$ cat config.mk
export PLATFORM = sky130hd
export DESIGN_NAME = fir_tdm_filter
export DESIGN_NICKNAME = d
export VERILOG_FILES = /design/src/rtl/fir_tdm_filter.sv
export SDC_FILE = /design/constraint.sdc
export NUM_CORES = 2
export LEC_CHECK = 0
export ABC_AREA = 1
export BUFFER_PORTS_ARGS = -buffer_cell sky130_fd_sc_hd__buf_4
export CAP_MARGIN = 25
export CORE_MARGIN = 4
export CORE_UTILIZATION = 49
export DETAILED_ROUTE_END_ITERATION = 10
export REMOVE_ABC_BUFFERS = 1
export SYNTH_ARGS = -nofsm -noshare
export SYNTH_HDL_FRONTEND = slang
export SYNTH_SLANG_ARGS = --single-unit
$ cat constraint.sdc
create_clock -name clk -period 16.5 [get_ports clk]
set_clock_uncertainty 0.15 [all_clocks]
set_input_delay 3.3 -clock clk [delete_from_list [all_inputs] [get_ports clk]]
set_output_delay 3.3 -clock clk [all_outputs]
set_load 0.1 [all_outputs]
$ cat src/rtl/fir_tdm_filter.sv
// Multi-channel FIR filter sharing one multiplier; optional output clamp via FIR_SATURATE_EN.
// Latency: out_valid NUM_CH*NUM_TAPS+2 edges after the accepting edge; in_ready high only in IDLE.
// Backpressure: none on the output; results are held until the next strobe.
module fir_tdm_filter #(
    parameter int DATA_W   = 16,
    parameter int COEF_W   = 16,
    parameter int NUM_TAPS = 33,
    parameter int NUM_CH   = 2,
    parameter int SHIFT    = 15
) (
    input  logic                       clk,
    input  logic                       rst_n,
    input  logic                       in_valid,
    output logic                       in_ready,
    input  logic [NUM_CH*DATA_W-1:0]   in_data,
    output logic                       out_valid,
    output logic [NUM_CH*DATA_W-1:0]   out_data,
    input  logic                       coef_we,
    input  logic [$clog2(NUM_TAPS)-1:0] coef_addr,
    input  logic [COEF_W-1:0]          coef_wdata,
    output logic                       coef_err
);
    localparam int AW     = $clog2(NUM_TAPS);
    localparam int CW     = (NUM_CH > 1) ? $clog2(NUM_CH) : 1;
    localparam int PROD_W = DATA_W + COEF_W;
    localparam int ACC_W  = DATA_W + COEF_W + $clog2(NUM_TAPS);

    typedef enum logic [1:0] {IDLE, MAC, DONE} state_t;

    state_t                     state, state_nxt;
    logic [AW-1:0]              wptr, wptr_nxt, tap, rd_idx;
    logic [AW:0]                rd_sum;
    logic [CW-1:0]              ch;
    logic signed [DATA_W-1:0]   hist [NUM_CH][NUM_TAPS];
    logic signed [COEF_W-1:0]   coef [NUM_TAPS];
    logic [DATA_W-1:0]          res  [NUM_CH];
    logic signed [PROD_W-1:0]   prod;
    logic signed [ACC_W-1:0]    acc, acc_base, acc_next;
    logic [DATA_W-1:0]          res_val;
    logic                       accept, last_tap, last_ch, addr_ok, coef_wr, coef_rej;

    assign in_ready = (state == IDLE);
    assign accept   = in_valid && in_ready;
    assign last_tap = (tap == AW'(NUM_TAPS - 1));
    assign last_ch  = (ch == CW'(NUM_CH - 1));
    assign wptr_nxt = (wptr == AW'(NUM_TAPS - 1)) ? '0 : wptr + AW'(1);
    assign addr_ok  = ({1'b0, coef_addr} < (AW+1)'(NUM_TAPS));
    assign coef_wr  = coef_we && (state == IDLE) && addr_ok;
    assign coef_rej = coef_we && !((state == IDLE) && addr_ok);

    always_comb begin
        state_nxt = state;
        case (state)
            IDLE:    if (accept) state_nxt = MAC;
            MAC:     if (last_tap && last_ch) state_nxt = DONE;
            DONE:    state_nxt = IDLE;
            default: state_nxt = IDLE;
        endcase
    end

    // Tap k of the current channel lives at (wptr - k) mod NUM_TAPS.
    always_comb begin
        rd_sum   = {1'b0, wptr} + (AW+1)'(NUM_TAPS) - {1'b0, tap};
        rd_idx   = (rd_sum >= (AW+1)'(NUM_TAPS)) ? AW'(rd_sum - (AW+1)'(NUM_TAPS)) : AW'(rd_sum);
        prod     = coef[tap] * hist[ch][rd_idx];
        acc_base = (tap == '0) ? '0 : acc;
        acc_next = acc_base + ACC_W'(prod);
    end

`ifdef FIR_SATURATE_EN
    localparam logic signed [ACC_W-1:0] SAT_MAX = ACC_W'(2**(DATA_W-1) - 1);
    localparam logic signed [ACC_W-1:0] SAT_MIN = ~SAT_MAX;
    logic signed [ACC_W-1:0] shifted;

    always_comb begin
        shifted = acc_next >>> SHIFT;
        if (shifted > SAT_MAX)
            res_val = SAT_MAX[DATA_W-1:0];
        else if (shifted < SAT_MIN)
            res_val = SAT_MIN[DATA_W-1:0];
        else
            res_val = shifted[DATA_W-1:0];
    end
`else
    assign res_val = DATA_W'(acc_next >>> SHIFT);
`endif

    always_ff @(posedge clk or negedge rst_n) begin
        if (!rst_n) begin
            state     <= IDLE;
            wptr      <= '0;
            tap       <= '0;
            ch        <= '0;
            acc       <= '0;
            out_valid <= 1'b0;
            out_data  <= '0;
            coef_err  <= 1'b0;
            for (int c = 0; c < NUM_CH; c++) begin
                res[c] <= '0;
                for (int k = 0; k < NUM_TAPS; k++)
                    hist[c][k] <= '0;
            end
            for (int k = 0; k < NUM_TAPS; k++)
                coef[k] <= '0;
        end else begin
            state     <= state_nxt;
            out_valid <= 1'b0;
            coef_err  <= coef_rej;
            if (coef_wr)
                coef[coef_addr] <= coef_wdata;
            case (state)
                IDLE: begin
                    if (accept) begin
                        wptr <= wptr_nxt;
                        tap  <= '0;
                        ch   <= '0;
                        for (int c = 0; c < NUM_CH; c++)
                            hist[c][wptr_nxt] <= in_data[c*DATA_W +: DATA_W];
                    end
                end
                MAC: begin
                    acc <= acc_next;
                    if (last_tap) begin
                        res[ch] <= res_val;
                        tap     <= '0;
                        ch      <= last_ch ? '0 : ch + CW'(1);
                    end else begin
                        tap <= tap + AW'(1);
                    end
                end
                DONE: begin
                    out_valid <= 1'b1;
                    for (int c = 0; c < NUM_CH; c++)
                        out_data[c*DATA_W +: DATA_W] <= res[c];
                end
                default: ;
            endcase
        end
    end
endmodule

==> flow_summary.json <==
{
  "crit_type": "reg2reg",
  "seq_area_frac_synth_pct": 48.8,
  "hpwl_mm": 162,
  "syn-cell-area_um2": 86900,
  "rows": 154,
  "dr.pass1.iters": 8,
  "die_w_um": 429,
  "rsz0062_at_grt": "no",
  "synth_ff_type": "dfrtp_1",
  "period_needed_ns": 12.26,
  "antenna_left": 0,
  "start_util_pct": 49.3,
  "critPathLaunchType": "flop",
  "layout-drive-gt1-share_pct": 7.72,
  "synth_compound_area_share_pct": 17.0,
  "final_cells": 12500,
  "area_growth_pct": 10.3,
  "setup_viol": 0,
  "max_slew.worst_pin.slew_ns": 1.07,
  "synth_top_family_by_area": "simple AND/OR/NAND/NOR gates",
  "postPlaceCellArea_um2": 89200,
  "numClockSinks": 1696,
  "die_y_um": 429,
  "arrival_ns": 12.79,
  "grt_use_total_pct": 29.1,
  "yosys_warnings": 0,
  "synthXorXnorAreaFrac_pct": 0.440,
  "critPathMostFrequentCell": "inv_1",
  "drcViolationCount": 0,
  "crit_required_ns": 17.03,
  "cts-root-buf": "clkbuf_16",
  "cap_violations": 0,
  "grt_pass1_vias": 68900,
  "fin_tns_setup_ns": 0,
  "async_reset_ff_share_pct": 100,
  "maxSlewHeadroom_pct": 28.2,
  "cp-end-kind": "flop",
  "dieArea_um2": 184000,
  "maxSlewViolCount": 0,
  "port-buffer-count": 92,
  "crit_fanout": 100,
  "io_pins": 93,
  "cts_tree": "done",
  "place_congestion": 0.929,
  "final_cell_area_um2": 95900,
  "place_ws_ns": 4.34,
  "finalCritPeriodShare_pct": 74.3,
  "vias": 70800,
  "post_cts_buffers": 0,
  "fmax_mhz": 81.6,
  "grt_pass1_wl_mm": 419,
  "clk_latency_ns": 0.85,
  "antenna_found_initial": 6,
  "final_nets": 10400,
  "worst_slack_ns": 4.24,
  "dpl.cell_count": 12100,
  "synthAdderAreaFrac_pct": 8.20,
  "grt_start_max_net_pins": 187,
  "path_clk_slew_ns": 0.06,
  "htree_levels": 4,
  "synth.distinct_cells": 58,
  "via_per_inst": 5.67,
  "hold_class": "reg2reg",
  "max_stage_delay_ns": 0.81,
  "cpMaxStageDelayCell": "fa_1",
  "postSynthAreaPerCell_um2": 8.42,
  "wl_per_cell_um": 21.5,
  "synth_edf_count": 0,
  "cts_hold_buf": 0,
  "cts_inserted_buffers": 186,
  "routed_wl_mm": 268,
  "postSynthCellCount": 10300,
  "cts_resized": 0,
  "fp.coreArea_um2": 176000,
  "status": "completed",
  "hold_viol": 0,
  "ys_ff_latch": 1696,
  "drt_iter0_drc": 6832,
  "yosys.area_share.simple_pct": 18.7,
  "cts.path.max_buffers": 3,
  "synth_mux_area_share_pct": 0.265,
  "nFillCells": 16400,
  "overflow": 0
}
==> Yosys cell counts (10+ instances only) <==
cell type	instances	area (µm²)
o311ai_0	84	736
nand2_2	10	62.6
inv_1	606	2270
nand3_1	269	1350
o22ai_1	44	275
a22oi_1	29	218
o211ai_1	207	1550
nor2_1	833	3130
clkbuf_1	628	2360
fa_1	286	5730
o41ai_1	13	114
o311ai_1	24	210
buf_4	39	293
mux2i_1	23	230
a32o_1	10	100
nor3_1	21	105
xnor2_1	18	158
a31oi_1	22	138
dfrtp_1	1696	42400
or2_2	121	757
buf_1	37	139
a21oi_1	289	1450
o31ai_1	20	150
nand2_1	2796	10500
nand4_1	20	125
o221ai_1	37	324
o21ai_0	1805	9030
inv_2	17	63.8
xor2_1	22	193
buf_2	87	435
ha_1	112	1400
==> metrics by stage <==
| stage | hold slack (ns) | util, % |
|---|---|---|
| finish | 0.322 | 54.4 |
| global route | 0.342 | 54.4 |
| CTS | 0.326 | 54.2 |
| detailed placement | 0.311 | 50.6 |
| global placement | 0.308 | 50.3 |
| floorplan | 0.296 | - |
==> worst paths after layout <==
check / start / to / slack, ns / depth (start not counted)
max in group asynchronous: rst_n / hist[137]$_DFFE_PN0P_ / 10.61 / 4
hold reg to reg: out_data[0]$_DFFE_PN0P_ / out_data[0]$_DFFE_PN0P_ / 0.32 / 2
setup / recovery: tap[0]$_DFFE_PN0P_ / res[31]$_DFFE_PN0P_ / 4.24 / 47
hold / removal: out_data[0]$_DFFE_PN0P_ / out_data[0]$_DFFE_PN0P_ / 0.32 / 2
min in group asynchronous: rst_n / coef[284]$_DFFE_PN0P_ / 2.30 / 1
setup reg to reg: tap[0]$_DFFE_PN0P_ / res[31]$_DFFE_PN0P_ / 4.24 / 47
==> sequential cells by signal, indices dropped and copies added, names as in the netlist <==
signal	count
hist	1056
ch	1
coef_err	1
state	2
out_valid	1
coef	528
wptr	6
res	32
acc	31
out_data	32
tap	6
==> layout by cell type (no fill, tap or decap), drive strengths merged, types with 10 or more instances in the layout <==
cell type  count
a21oi        289
a22oi         29
a31oi         22
a32o          10
buf          275
bufinv        12
clkbuf       286
clkinv        43
dfrtp       1696
fa           286
ha           112
inv          630
mux2i         23
nand2       2810
nand3        272
nand4         20
nor2         835
nor3          22
o211ai       207
o21ai       1812
o221ai        37
o22ai         44
o311ai       108
o31ai         20
o41ai         18
or2          121
xnor2         18
xor2          24
==> metal layers <==
layer / vias up / track usage (%) / part of all wire [%]
met5: - / 0 / 0
li1: 33100 / - / -
met4: 0 / 10.6 / 4.0
met1: 34900 / 40.6 / 44
met3: 480 / 4.66 / 6.4
met2: 2363 / 46.1 / 46
==> final cells by class <==
| type | instances | area, µm² | share of cell area (%) |
|---|---|---|---|
| Antenna cell | 1 | 2.50 | 0.00261 |
| Clock buffer | 286 | 5540 | 5.78 |
| Clock inverter | 59 | 818 | 0.853 |
| Inverter | 632 | 2390 | 2.49 |
| Multi-Input combinational cell | 7197 | 38900 | 40.6 |
| Sequential cell | 1696 | 42500 | 44.3 |
| Tap cell | 2340 | 2930 | 3.05 |
| Timing Repair Buffer | 275 | 2840 | 2.96 |
==> critical path, delay by kind of cell (launching register included) <==
family          cells  cell delay [ns]
fa+ha+maj          10             4.83
simple gates       18             2.72
buf+inv            13             1.88
compound gates      6             1.68
flops               1             0.74
==> cell families after synthesis <==
| logic type | count (synthesis) |
|---|---|
| AO/OA/AOI/OAI | 2639 |
| buffers and inverters | 1432 |
| flip-flops | 1696 |
| AND/OR/NAND/NOR | 4095 |
| XOR/XNOR | 42 |
| adder cells (fa/ha/maj) | 398 |
| multiplexers | 23 |
Power is left out: the tool's default activity adds up to more than one toggle a clock period on the data nets, which glitch-free logic cannot reach.
